### config.mk
export PLATFORM = sky130hd
export DESIGN_NAME = fir_decimate_param_flat
export DESIGN_NICKNAME = d
export VERILOG_FILES = /design/src/rtl/fir_decimate_param_if.sv /design/src/rtl/fir_decimate_param.sv /design/src/flat_wrapper.sv
export SDC_FILE = /design/constraint.sdc
export NUM_CORES = 1
export LEC_CHECK = 0
export CAP_MARGIN = 20
export CORE_AREA = 2 2 244 246
export CTS_CLUSTER_SIZE = 28
export DETAILED_ROUTE_END_ITERATION = 6
export DIE_AREA = 0 0 246 248
export HOLD_SLACK_MARGIN = 0.15
export PLACE_DENSITY = 0.65
export SYNTH_ARGS = -nofsm -noshare
export SYNTH_HDL_FRONTEND = slang
export SYNTH_SLANG_ARGS = --single-unit
### constraint.sdc
create_clock -name clk -period 13.4 [get_ports clk]
set_input_delay 1.34 -clock clk [delete_from_list [all_inputs] [get_ports clk]]
set_output_delay 1.34 -clock clk [all_outputs]
set_load 0.03 [all_outputs]
### src/rtl/fir_decimate_param_if.sv
// Sample stream, coefficient port and status bundle between the receive
// chain and fir_decimate_param.
`timescale 1ns/1ps
interface fir_decimate_param_if #(
    parameter int DATA_WIDTH = 8,
    parameter int COEF_WIDTH = 16,
    parameter int TAPS       = 16,
    parameter int MAX_DECIM  = 8
);
    logic                                 single_valid_in;
    logic signed [DATA_WIDTH-1:0]         data_in;
    logic                                 in_ready;
    logic [$clog2(MAX_DECIM+1)-1:0]       decim_sel;
    logic                                 coef_wr_en;
    logic [$clog2(TAPS)-1:0]              coef_addr;
    logic signed [COEF_WIDTH-1:0]         coef_data;
    logic                                 fad_valid_out;
    logic signed [DATA_WIDTH-1:0]         fad_data_out;
    logic                                 overrun;
    logic                                 overrun_clr;

    modport master (
        output single_valid_in, data_in, decim_sel, coef_wr_en, coef_addr,
               coef_data, overrun_clr,
        input  in_ready, fad_valid_out, fad_data_out, overrun
    );

    modport slave (
        input  single_valid_in, data_in, decim_sel, coef_wr_en, coef_addr,
               coef_data, overrun_clr,
        output in_ready, fad_valid_out, fad_data_out, overrun
    );
endinterface

### src/rtl/fir_decimate_param.sv
// Runtime-programmable FIR low-pass fused with an integer decimator; a single
// time-shared MAC runs only on the sample that closes each decimation group.
`timescale 1ns/1ps
module fir_decimate_param #(
    parameter int DATA_WIDTH = 8,
    parameter int COEF_WIDTH = 16,
    parameter int COEF_FRAC  = 14,
    parameter int TAPS       = 16,
    parameter int MAX_DECIM  = 8
) (
    input  logic                  clk,
    input  logic                  rst,
    fir_decimate_param_if.slave   bus
);
    localparam int ACC_W = DATA_WIDTH + COEF_WIDTH + $clog2(TAPS);
    localparam int TAP_W = $clog2(TAPS);
    localparam int RAT_W = $clog2(MAX_DECIM + 1);

    localparam logic signed [ACC_W-1:0]      ROUND_HALF = ACC_W'(64'sd1 <<< (COEF_FRAC - 1));
    localparam logic signed [ACC_W-1:0]      SAT_MAX    = ACC_W'((64'sd1 <<< (DATA_WIDTH - 1)) - 64'sd1);
    localparam logic signed [ACC_W-1:0]      SAT_MIN    = ~SAT_MAX;
    localparam logic signed [COEF_WIDTH-1:0] COEF_ONE   = COEF_WIDTH'(64'sd1 <<< COEF_FRAC);

    typedef enum logic [1:0] {IDLE, MAC, ROUND, OUT} state_t;

    state_t                       state_q, state_d;
    logic signed [DATA_WIDTH-1:0] delay_q [TAPS];
    logic signed [DATA_WIDTH-1:0] delay_d [TAPS];
    logic signed [COEF_WIDTH-1:0] coef_q  [TAPS];
    logic signed [COEF_WIDTH-1:0] coef_d  [TAPS];
    logic [RAT_W-1:0]             phase_q, phase_d;
    logic [RAT_W-1:0]             ratio_q, ratio_d;
    logic [TAP_W-1:0]             tap_q, tap_d;
    logic signed [ACC_W-1:0]      acc_q, acc_d;
    logic                         in_ready_q, in_ready_d;
    logic                         valid_q, valid_d;
    logic signed [DATA_WIDTH-1:0] data_q, data_d;
    logic                         overrun_q, overrun_d;

    logic                         accept;
    logic [RAT_W-1:0]             group_ratio;
    logic signed [ACC_W-1:0]      product;
    logic signed [ACC_W-1:0]      round_sum;
    logic signed [ACC_W-1:0]      rounded;
    logic signed [DATA_WIDTH-1:0] sample_sat;

    always_comb begin
        state_d    = state_q;
        delay_d    = delay_q;
        coef_d     = coef_q;
        phase_d    = phase_q;
        ratio_d    = ratio_q;
        tap_d      = tap_q;
        acc_d      = acc_q;
        in_ready_d = in_ready_q;
        valid_d    = 1'b0;
        data_d     = data_q;
        overrun_d  = overrun_q;

        accept = bus.single_valid_in && in_ready_q;

        // The ratio is latched from decim_sel only on the first sample of a group.
        group_ratio = ratio_q;
        if (phase_q == '0) begin
            if (bus.decim_sel == '0)
                group_ratio = RAT_W'(1);
            else if (bus.decim_sel > RAT_W'(MAX_DECIM))
                group_ratio = RAT_W'(MAX_DECIM);
            else
                group_ratio = bus.decim_sel;
        end

        product   = ACC_W'(coef_q[tap_q]) * ACC_W'(delay_q[tap_q]);
        round_sum = acc_q + ROUND_HALF;
        rounded   = round_sum >>> COEF_FRAC;
        if (rounded > SAT_MAX)
            sample_sat = DATA_WIDTH'(SAT_MAX);
        else if (rounded < SAT_MIN)
            sample_sat = DATA_WIDTH'(SAT_MIN);
        else
            sample_sat = DATA_WIDTH'(rounded);

        if (bus.single_valid_in && !in_ready_q)
            overrun_d = 1'b1;
        else if (bus.overrun_clr)
            overrun_d = 1'b0;

        case (state_q)
            IDLE: begin
                if (bus.coef_wr_en) begin
                    for (int i = 0; i < TAPS; i++) begin
                        if (bus.coef_addr == TAP_W'(i))
                            coef_d[i] = bus.coef_data;
                    end
                end
                if (accept) begin
                    delay_d[0] = bus.data_in;
                    for (int i = 1; i < TAPS; i++)
                        delay_d[i] = delay_q[i-1];
                    ratio_d = group_ratio;
                    if (phase_q == group_ratio - RAT_W'(1)) begin
                        phase_d    = '0;
                        state_d    = MAC;
                        in_ready_d = 1'b0;
                        acc_d      = '0;
                        tap_d      = '0;
                    end else begin
                        phase_d = phase_q + RAT_W'(1);
                    end
                end
            end
            MAC: begin
                acc_d = acc_q + product;
                tap_d = tap_q + TAP_W'(1);
                if (tap_q == TAP_W'(TAPS - 1))
                    state_d = ROUND;
            end
            ROUND: begin
                data_d  = sample_sat;
                valid_d = 1'b1;
                state_d = OUT;
            end
            OUT: begin
                state_d    = IDLE;
                in_ready_d = 1'b1;
            end
            default: begin
                state_d    = IDLE;
                in_ready_d = 1'b1;
            end
        endcase
    end

    // Reset leaves a pass-through filter: unity on tap 0, every other tap zero.
    always_ff @(posedge clk or negedge rst) begin
        if (!rst) begin
            state_q    <= IDLE;
            for (int i = 0; i < TAPS; i++) begin
                delay_q[i] <= '0;
                coef_q[i]  <= (i == 0) ? COEF_ONE : '0;
            end
            phase_q    <= '0;
            ratio_q    <= RAT_W'(1);
            tap_q      <= '0;
            acc_q      <= '0;
            in_ready_q <= 1'b1;
            valid_q    <= 1'b0;
            data_q     <= '0;
            overrun_q  <= 1'b0;
        end else begin
            state_q    <= state_d;
            delay_q    <= delay_d;
            coef_q     <= coef_d;
            phase_q    <= phase_d;
            ratio_q    <= ratio_d;
            tap_q      <= tap_d;
            acc_q      <= acc_d;
            in_ready_q <= in_ready_d;
            valid_q    <= valid_d;
            data_q     <= data_d;
            overrun_q  <= overrun_d;
        end
    end

    assign bus.in_ready      = in_ready_q;
    assign bus.fad_valid_out = valid_q;
    assign bus.fad_data_out  = data_q;
    assign bus.overrun       = overrun_q;

endmodule
### src/flat_wrapper.sv
// flat-port wrapper written by rule: the top's interface ports become plain ports
module fir_decimate_param_flat 
#(
    parameter int DATA_WIDTH = 8,
    parameter int COEF_WIDTH = 16,
    parameter int COEF_FRAC  = 14,
    parameter int TAPS       = 16,
    parameter int MAX_DECIM  = 8
)
  (clk, rst, bus_single_valid_in, bus_data_in, bus_decim_sel, bus_coef_wr_en, bus_coef_addr, bus_coef_data, bus_overrun_clr, bus_in_ready, bus_fad_valid_out, bus_fad_data_out, bus_overrun);
  fir_decimate_param_if #(.DATA_WIDTH(DATA_WIDTH), .COEF_WIDTH(COEF_WIDTH), .TAPS(TAPS), .MAX_DECIM(MAX_DECIM)) bus_i ();
  input  logic clk;
  input  logic rst;
  input wire logic [$bits(bus_i.single_valid_in)-1:0] bus_single_valid_in;
  input wire logic [$bits(bus_i.data_in)-1:0] bus_data_in;
  input wire logic [$bits(bus_i.decim_sel)-1:0] bus_decim_sel;
  input wire logic [$bits(bus_i.coef_wr_en)-1:0] bus_coef_wr_en;
  input wire logic [$bits(bus_i.coef_addr)-1:0] bus_coef_addr;
  input wire logic [$bits(bus_i.coef_data)-1:0] bus_coef_data;
  input wire logic [$bits(bus_i.overrun_clr)-1:0] bus_overrun_clr;
  output wire logic [$bits(bus_i.in_ready)-1:0] bus_in_ready;
  output wire logic [$bits(bus_i.fad_valid_out)-1:0] bus_fad_valid_out;
  output wire logic [$bits(bus_i.fad_data_out)-1:0] bus_fad_data_out;
  output wire logic [$bits(bus_i.overrun)-1:0] bus_overrun;
  assign bus_i.single_valid_in = bus_single_valid_in;
  assign bus_i.data_in = bus_data_in;
  assign bus_i.decim_sel = bus_decim_sel;
  assign bus_i.coef_wr_en = bus_coef_wr_en;
  assign bus_i.coef_addr = bus_coef_addr;
  assign bus_i.coef_data = bus_coef_data;
  assign bus_i.overrun_clr = bus_overrun_clr;
  assign bus_in_ready = bus_i.in_ready;
  assign bus_fad_valid_out = bus_i.fad_valid_out;
  assign bus_fad_data_out = bus_i.fad_data_out;
  assign bus_overrun = bus_i.overrun;
  fir_decimate_param #(.DATA_WIDTH(DATA_WIDTH), .COEF_WIDTH(COEF_WIDTH), .COEF_FRAC(COEF_FRAC), .TAPS(TAPS), .MAX_DECIM(MAX_DECIM)) u_core (.clk(clk), .rst(rst), .bus(bus_i));
endmodule
==> results.sh, run 1 <==
export IMPL_die_h_um=248
export IMPL_dp_hpwl_mm=38.4
export IMPL_yosysMostFrequentCell="nand2_1"
export IMPL_clock_skew_ps=49.1
export IMPL_critPathTopFamily="compound AO/OA/AOI/OAI gates"
export IMPL_drtPass1Iterations=6
export IMPL_slew_headroom=0.229
export IMPL_tightest_slew_ps=1160
export IMPL_postSynthNetCount=2653
export IMPL_rrSetupSlack_ps=3660
export IMPL_start_util=0.445
export IMPL_die_area_um2=61000
export IMPL_die_x_um=246
export IMPL_maxSlewViolCount=0
export IMPL_path_clk_slew_ps=60
export IMPL_root_buffer="clkbuf_16"
export IMPL_max_freq_mhz=103
export IMPL_rows=89
export IMPL_ctsHoldBuffers=0
export IMPL_finalHoldViolCount=0
export IMPL_cts_num_sinks=437
export IMPL_grt_pass1_wl_mm=96.5
export IMPL_clock_path_buffers=3
export IMPL_io_pins=48
export IMPL_slowest_stage="dfrtp_2"
export IMPL_portBuffers=47
export IMPL_cts_tree="yes"
export IMPL_grt_overflow_total=0
export IMPL_wirelength_mm=59.0
export IMPL_synthFlopType="dfrtp_1"
export IMPL_initialDrtViolationCount=1208
export IMPL_final_cell_area_um2=29000
export IMPL_area_growth_pct=11.2
export IMPL_globalplace_congestion=0.856
export IMPL_synthArstFlopShare=1.00
export IMPL_cts_buffers=47
export IMPL_diodes=0
export IMPL_cpMostUsedCell="ha_1"
export IMPL_holdWs_ps=471
export IMPL_ys_top_cells_by_area="dfrtp_1 42%, mux2_2 12%, fa_1 8.0%"
export IMPL_syn_area_um2=26000
export IMPL_period_share=0.727
export IMPL_status="finished, final reports clean"
export IMPL_drive_gt1_frac=0.190
export IMPL_setup_viol=0
export IMPL_cp_num_buf_inv=3
export IMPL_clk_latency_ps=610
export IMPL_antenna_found_initial=1
export IMPL_startpoint_type="flip-flop"
export IMPL_crit_start="u_core.tap_q[1]"
export IMPL_cp_max_fo=28
export IMPL_nFillCells=5165
export IMPL_fin_setup_tns_ps=0
export IMPL_endpoint_kind="flip-flop"
export IMPL_ys_seq_elements=437
export IMPL_cts_resized=0
export IMPL_final_antenna_net_count=0
export IMPL_synth_distinct_cells=72
export IMPL_cp_required_ps=13880
export IMPL_ys_seq_area_frac=0.420
export IMPL_grt_total_usage=0.197
export IMPL_synth_warnings=0
export IMPL_post_cts_buffers=0
export IMPL_hold_class="reg2reg"
export IMPL_drv_cap=0
export IMPL_viasPerCell=5.44
export IMPL_drc=0
export IMPL_num_vias=17600
export IMPL_nets=2653
export IMPL_slowest_delay_ps=890
export IMPL_crit_arrival_ps=10230
export IMPL_syn_inst=2429
export IMPL_synthTopCellsByCount="486 x nand2_1, 434 x dfrtp_1, 279 x mux2_2"
export IMPL_core_um2=58500
export IMPL_ff_latch_area_um2=10900
export IMPL_grt_start_max_net_pins=105
export IMPL_timing_setup_critical_path_class="reg2reg"
export IMPL_multi_input_area_um2=14000
export IMPL_rsz0062_at_grt="no"
export IMPL_fin_crit_ps=9740
export IMPL_synth_avg_cell_area_um2=10.7
export IMPL_place_area_um2=27200
export IMPL_worstReg2RegStart="u_core.tap_q[1]"
export IMPL_synth_edf_count=0
export IMPL_avgRoutedWirePerCell_um=18.2
export IMPL_fin_util=0.495
export IMPL_hold_start="u_core.delay_q[4]"
export IMPL_synth_top_area_frac=0.417
export IMPL_htree_num_levels=2
export IMPL_grt_pass1_vias=18100
export IMPL_yosys_area_top_type="dfrtp_1"
## metal layers
metal	part of all wire	up-vias	routed length [µm]	track usage
li1	-	8265	-	-
met1	0.46	8950	27200	0.269
met2	0.48	329	28500	0.332
met3	0.038	85	2260	0.0265
met4	0.018	2	1090	0.0494
met5	0.00027	-	16	0
## layout by cell type, fill, tap and decap left out, types with 15 or more instances in the layout
cell	instances
ha_1	83
nor2_1	52
buf_4	29
mux4_2	48
and2_1	100
xnor2_1	34
dfrtp_1	431
a221oi_1	24
clkbuf_16	48
xor2_1	20
nand3_1	21
o21ai_0	72
a22o_1	18
nor3_1	19
a21oi_1	66
a22oi_1	24
clkbuf_8	15
o21a_1	15
mux2i_1	79
nand2_1	486
inv_1	168
fa_1	104
mux2_2	279
clkdlybuf4s50_1	46
## sequential cells by signal (all words and copies together) (netlist names), 2 cells and up
signal                   count
u_core.acc_q                28
u_core.tap_q                 4
u_core.state_q               2
u_core.delay_q             128
u_core.ratio_q               4
u_core.coef_q              256
u_core.bus.fad_data_out      8
u_core.phase_q               4
## worst min-delay path, stage by stage, from the launching register on
cell,delay (ps)
dfrtp_1,340
nand2_1,50
nand2_1,50
## cell type report
type,count,area share
Clock buffer,74,0.0500
Sequential cell,437,0.378
Tap cell,773,0.0334
Timing Repair Buffer,78,0.0258
Clock inverter,13,0.00752
Multi-Input combinational cell,1697,0.483
Inverter,168,0.0218
## cells by family (layout without fill, tap and decap cells)
| kind of cell | Yosys count | after routing | synth area share |
|---|---|---|---|
| and+or+nand+nor | 752 | 752 | 0.128 |
| DFF | 437 | 437 | 0.420 |
| muxes | 407 | 407 | 0.193 |
| AOI/OAI and AO/OA | 297 | 297 | 0.0757 |
| buffers and inverters | 295 | 333 | 0.0448 |
| adders and majority gates | 187 | 187 | 0.120 |
| xor gates and xnor gates | 54 | 54 | 0.0182 |
## through the flow
step / setup slack, ps / instances
finish: 3660 / 3240
floorplan: 5630 / 2429
global placement: 3910 / 3151
CTS: 3700 / 3238
detailed placement: 3770 / 3151
global route: 3150 / 3240
## worst paths after layout
path                            depth (start not counted)           endpoint
worst max-delay path                                   34   u_core.acc_q[27]
worst min-delay path                                    2  u_core.delay_q[4]
worst max register to register                         34   u_core.acc_q[27]
worst min register to register                          2  u_core.delay_q[4]
max in group asynchronous                               3   u_core.acc_q[27]
min in group asynchronous                               1  u_core.coef_q[47]
Power of run 1 is left out: the tool's default activity adds up to more than one toggle a clock period on the data nets, which glitch-free logic cannot reach.
==> run 2, diff against run 1 <==
Clock period 13.4 ns to 9.01 ns, I/O delays scaled along.
==> run 2 against run 1 <==
Core utilization rose by 0.22 points. Worst setup slack got worse by 2900 ps. Critical path depth fell by 4. Sequential cell count did not move. Critical path type unchanged. Largest cell class unchanged.
==> results.sh, run 2 (synthesis gave the netlist of run 1 again) <==
export IMPL_slew_headroom=0.247
export IMPL_cp_max_fo=23
export IMPL_crit_arrival_ps=8740
export IMPL_fin_crit_ps=8280
export IMPL_maxSlewViolCount=0
export IMPL_grt_start_max_net_pins=185
export IMPL_rows=89
export IMPL_drtPass1Iterations=7
export IMPL_die_h_um=248
export IMPL_dp_hpwl_mm=39.1
export IMPL_final_cell_area_um2=29100
export IMPL_ff_latch_area_um2=10900
export IMPL_place_area_um2=27400
export IMPL_layout_setup_ws_ps=730
export IMPL_grt_pass1_wl_mm=98.0
export IMPL_cts_buffers=48
export IMPL_max_freq_mhz=121
export IMPL_multi_input_area_um2=14000
export IMPL_portBuffers=47
export IMPL_clock_skew_ps=25.3
export IMPL_die_x_um=246
export IMPL_reg_largest_list="u_core.coef_q: 256 flops, u_core.delay_q: 128 flops, u_core.acc_q: 28 flops"
export IMPL_grt_overflow_total=0
export IMPL_status="finished, final reports clean"
export IMPL_critPathTopFamily="adder cells"
export IMPL_cts_tree="yes"
export IMPL_grt_total_usage=0.201
export IMPL_start_util=0.445
export IMPL_area_growth_pct=11.7
export IMPL_period_share=0.919
export IMPL_final_cell_mix="486 x nand2_1, 431 x dfrtp_1, 279 x mux2_2, 168 x inv_1, 104 x fa_1"
export IMPL_cp_required_ps=9470
export IMPL_grt_pass1_vias=18600
export IMPL_ctsHoldBuffers=0
export IMPL_cp_num_buf_inv=3
export IMPL_path_clk_slew_ps=70
export IMPL_clk_latency_ps=590
export IMPL_nFillCells=5215
export IMPL_initialDrtViolationCount=1278
export IMPL_drv_cap=0
export IMPL_viasPerCell=5.40
export IMPL_drc=0
export IMPL_setup_viol=0
export IMPL_root_buffer="clkbuf_16"
export IMPL_slowest_delay_ps=630
export IMPL_die_area_um2=61000
export IMPL_final_common_cell="nand2_1"
export IMPL_final_antenna_net_count=0
export IMPL_diodes=0
export IMPL_hold_class="in2async"
export IMPL_endpoint_kind="flip-flop"
export IMPL_num_vias=17600
export IMPL_avgRoutedWirePerCell_um=18.2
export IMPL_antenna_found_initial=0
export IMPL_io_pins=48
export IMPL_timing_setup_critical_path_class="reg2reg"
export IMPL_cpMostUsedCell="fa_1"
export IMPL_drive_gt1_frac=0.192
export IMPL_cts_resized=0
export IMPL_largest_reg_flops=256
export IMPL_finalHoldViolCount=0
export IMPL_startpoint_type="flip-flop"
export IMPL_slowest_stage="dfrtp_4"
export IMPL_dpl_worst_slack_ps=619
export IMPL_rsz0062_at_grt="no"
export IMPL_fin_setup_tns_ps=0
export IMPL_clock_path_buffers=3
export IMPL_nets=2670
export IMPL_top_register="u_core.coef_q"
export IMPL_globalplace_congestion=0.834
export IMPL_wirelength_mm=59.3
export IMPL_core_um2=58500
export IMPL_tightest_slew_ps=1130
export IMPL_htree_num_levels=2
export IMPL_cts_num_sinks=437
==> run 2: cell count changes in the layout (fill, tap and decap cells not counted), moves of 2 or more <==
cell       change
clkbuf_1       +7
buf_4          +7
bufinv_16      -2
buf_16         +2
clkbuf_8       -3
buf_12         +5
==> run 2: repair_timing <==
item	4_1_cts	5_1_grt
setup endpoints to repair	0	1
setup buffers	0	1
hold endpoints to repair	0	0
==> run 2: metrics by stage <==
stage / utilization / hold WS, ps / instances
after floorplan: - / 440 / 2429
after global placement: 0.468 / 452 / 3163
after detailed placement: 0.469 / 465 / 3165
after CTS: 0.496 / 406 / 3252
after global routing: 0.497 / 458 / 3256
final: 0.497 / 387 / 3256
==> run 2: layout make-up <==
class,count,share of cell area
Clock buffer,78,0.0493
Timing Repair Buffer,94,0.0338
Sequential cell,437,0.376
Inverter,168,0.0217
Clock inverter,9,0.00430
Tap cell,773,0.0333
Multi-Input combinational cell,1697,0.481
==> run 2: worst paths after layout <==
check / from / to / slack, ps / cells after the start
max: u_core.tap_q[0] / u_core.acc_q[27] / 730 / 30
min: rst / u_core.coef_q[159] / 390 / 1
max reg2reg: u_core.tap_q[0] / u_core.acc_q[27] / 730 / 30
min reg2reg: u_core.bus.fad_data_out[2] / u_core.bus.fad_data_out[2] / 480 / 1
max in group asynchronous: rst / u_core.tap_q[0] / 7000 / 2
min in group clk: u_core.bus.fad_data_out[2] / u_core.bus.fad_data_out[2] / 480 / 1
==> run 2: metal layers <==
layer	global-route usage	wire length, µm	up-vias
met3	0.0271	2050	97
met4	0.0563	1440	0
met1	0.269	27400	8907
met5	0	0	-
met2	0.341	28400	285
li1	-	-	8290
Power of run 2 is left out for the same reason.
==> run 3, diff against run 2 <==
--- a/config.mk
+++ b/config.mk
@@ -7,10 +7,10 @@
 export LEC_CHECK = 0
 export CAP_MARGIN = 20
-export CORE_AREA = 2 2 244 246
+export CORE_AREA = 2 2 298 300
 export CTS_CLUSTER_SIZE = 28
 export DETAILED_ROUTE_END_ITERATION = 6
-export DIE_AREA = 0 0 246 248
+export DIE_AREA = 0 0 300 302
 export HOLD_SLACK_MARGIN = 0.15
-export PLACE_DENSITY = 0.65
+export PLACE_DENSITY = 0.49
 export SYNTH_ARGS = -nofsm -noshare
 export SYNTH_HDL_FRONTEND = slang
==> constraint.sdc (replaced) <==
create_clock -name clk -period 9.01 [get_ports clk]
set_input_delay 1.3515 -clock clk [delete_from_list [all_inputs] [get_ports clk]]
set_output_delay 1.3515 -clock clk [all_outputs]
set_load 0.03 [all_outputs]
==> run 3 against run 2 <==
Cell count rose by 12%. Critical path depth up 2. Highest routed layer unchanged. Core utilization fell by 16 points. Global-route usage decreased by 5.6 points. Fmax fell by 0.12%. Sequential cell count is the same. First-iteration DRC count decreased by 29%.
==> results.sh, run 3 (synthesis gave the netlist of run 1 again) <==
export IMPL_core_um2=87600
export IMPL_min_path_cells=2
export IMPL_drv_cap=0
export IMPL_drc=0
export IMPL_finalHoldViolCount=0
export IMPL_busiest_layer="met2"
export IMPL_start_util=0.297
export IMPL_root_buffer="clkbuf_16"
export IMPL_post_cts_buffers=0
export IMPL_top_register="u_core.coef_q"
export IMPL_met2_usage=0.247
export IMPL_cp_num_buf_inv=5
export IMPL_clock_path_buffers=3
export IMPL_stdcell_count=3651
export IMPL_crit_arrival_ps=8810
export IMPL_cp_required_ps=9530
export IMPL_layout_setup_ws_ps=720
export IMPL_period_share=0.920
export IMPL_maxSlewViolCount=0
export IMPL_htree_num_levels=2
export IMPL_slowest_stage="dfrtp_4"
export IMPL_r2r_cells=32
export IMPL_grt_start_max_net_pins=173
export IMPL_rsz0062_at_grt="no"
export IMPL_die_x_um=300
export IMPL_die_area_um2=90600
export IMPL_grt_pass1_vias=18400
export IMPL_dpl_worst_slack_ps=663
export IMPL_rows=109
export IMPL_portBuffers=47
export IMPL_grt_pass1_wl_mm=104
export IMPL_status="finished, final reports clean"
export IMPL_drive_gt1_frac=0.198
export IMPL_fin_util=0.339
export IMPL_num_vias=17600
export IMPL_fin_crit_ps=8290
export IMPL_tightest_slew_ps=1080
export IMPL_final_common_cell="nand2_1"
export IMPL_endpoint_kind="flip-flop"
export IMPL_cts_resized=0
export IMPL_max_freq_mhz=121
export IMPL_clock_skew_ps=26.8
export IMPL_cts_buffers=50
export IMPL_antenna_found_initial=0
export IMPL_critPathTopFamily="adder cells"
export IMPL_drtPass1Iterations=5
export IMPL_grt_total_usage=0.145
export IMPL_die_h_um=302
export IMPL_area_growth_pct=14.1
export IMPL_nets=2670
export IMPL_hold_class="reg2reg"
export IMPL_cp_depth=32
export IMPL_ctsHoldBuffers=0
export IMPL_wirelength_mm=64.4
export IMPL_slew_headroom=0.272
export IMPL_viasPerCell=4.82
export IMPL_clk_latency_ps=610
export IMPL_startpoint_type="flip-flop"
export IMPL_slowest_delay_ps=600
export IMPL_largest_reg_flops=256
export IMPL_fin_setup_tns_ps=0
export IMPL_grt_overflow_total=0
export IMPL_nFillCells=8743
export IMPL_use_met3=0.0187
export IMPL_cts_tree="yes"
export IMPL_dpl_cell_count=3558
export IMPL_timing_setup_critical_path_class="reg2reg"
export IMPL_final_cell_mix="486 x nand2_1, 431 x dfrtp_1, 279 x mux2_2, 168 x inv_1, 104 x fa_1"
export IMPL_io_pins=48
export IMPL_final_antenna_net_count=0
export IMPL_initialDrtViolationCount=906
export IMPL_globalplace_congestion=0.813
export IMPL_cts_num_sinks=437
export IMPL_setup_viol=0
export IMPL_cp_max_fo=50
export IMPL_met1_usage=0.193
export IMPL_dp_hpwl_mm=42.6
export IMPL_avgRoutedWirePerCell_um=17.6
export IMPL_path_clk_slew_ps=60
export IMPL_reg_largest_list="u_core.coef_q: 256 flops, u_core.delay_q: 128 flops, u_core.acc_q: 28 flops"
## run 3: changes by cell type in the layout (fill, tap and decap cells not counted), moves of 3 or more
| cell | before | now |
|---|---|---|
| buf_16 | 4 | 1 |
| bufinv_16 | 2 | 6 |
| clkbuf_1 | 18 | 9 |
| clkbuf_16 | 48 | 51 |
| clkbuf_8 | 12 | 8 |
| clkinv_2 | 4 | 13 |
| nor2_1 | 52 | 48 |
| nor2_4 | 1 | 5 |
## run 3: layout make-up
cell class,instances,area [µm²],share of cell area
multi-input cells,1697,14000,0.472
repair buffers,92,916,0.0308
clock buffers,68,1420,0.0478
clock inverters,23,312,0.0105
diodes,1,2.50,0.0000842
inverters,168,631,0.0212
well taps,1165,1460,0.0491
flip-flops and latches,437,10900,0.368
## run 3: worst paths after layout
check / slack [ps] / endpoint / from
max reg2reg: 720 / u_core.acc_q[27] / u_core.tap_q[0]
min in group asynchronous: 810 / u_core.coef_q[175] / rst
max in group asynchronous: 6320 / u_core.tap_q[0] / rst
min reg2reg: 470 / u_core.delay_q[3] / u_core.delay_q[3]
min: 470 / u_core.delay_q[3] / u_core.delay_q[3]
max: 720 / u_core.acc_q[27] / u_core.tap_q[0]
## run 3: worst reg2reg max path, delay by kind of cell, from the launching register on
kind | cells | cell delay, ps
AOI/OAI and AO/OA | 10 | 2140
DFF | 1 | 600
xor gates and xnor gates | 1 | 130
muxes | 1 | 570
and+or+nand+nor | 9 | 1450
buffers and inverters | 5 | 590
adders and majority gates | 6 | 2720
## run 3: metrics by stage
stage          hold slack, ps  cell area, µm²
6_report                  472           29700
3_5_place_dp              461           27900
5_1_grt                   495           29700
3_3_place_gp              451           27900
2_1_floorplan             440           26000
4_1_cts                   476           29700
## run 3: layer usage
layer  routed length [µm]  up-vias  part of all wire
met5                    0        -                 0
met4                 1650        0             0.026
met1                29800     8935              0.46
met3                 1760       98             0.027
li1                     -     8305                 -
met2                31200      242              0.48
Power of run 3 is left out for the same reason.
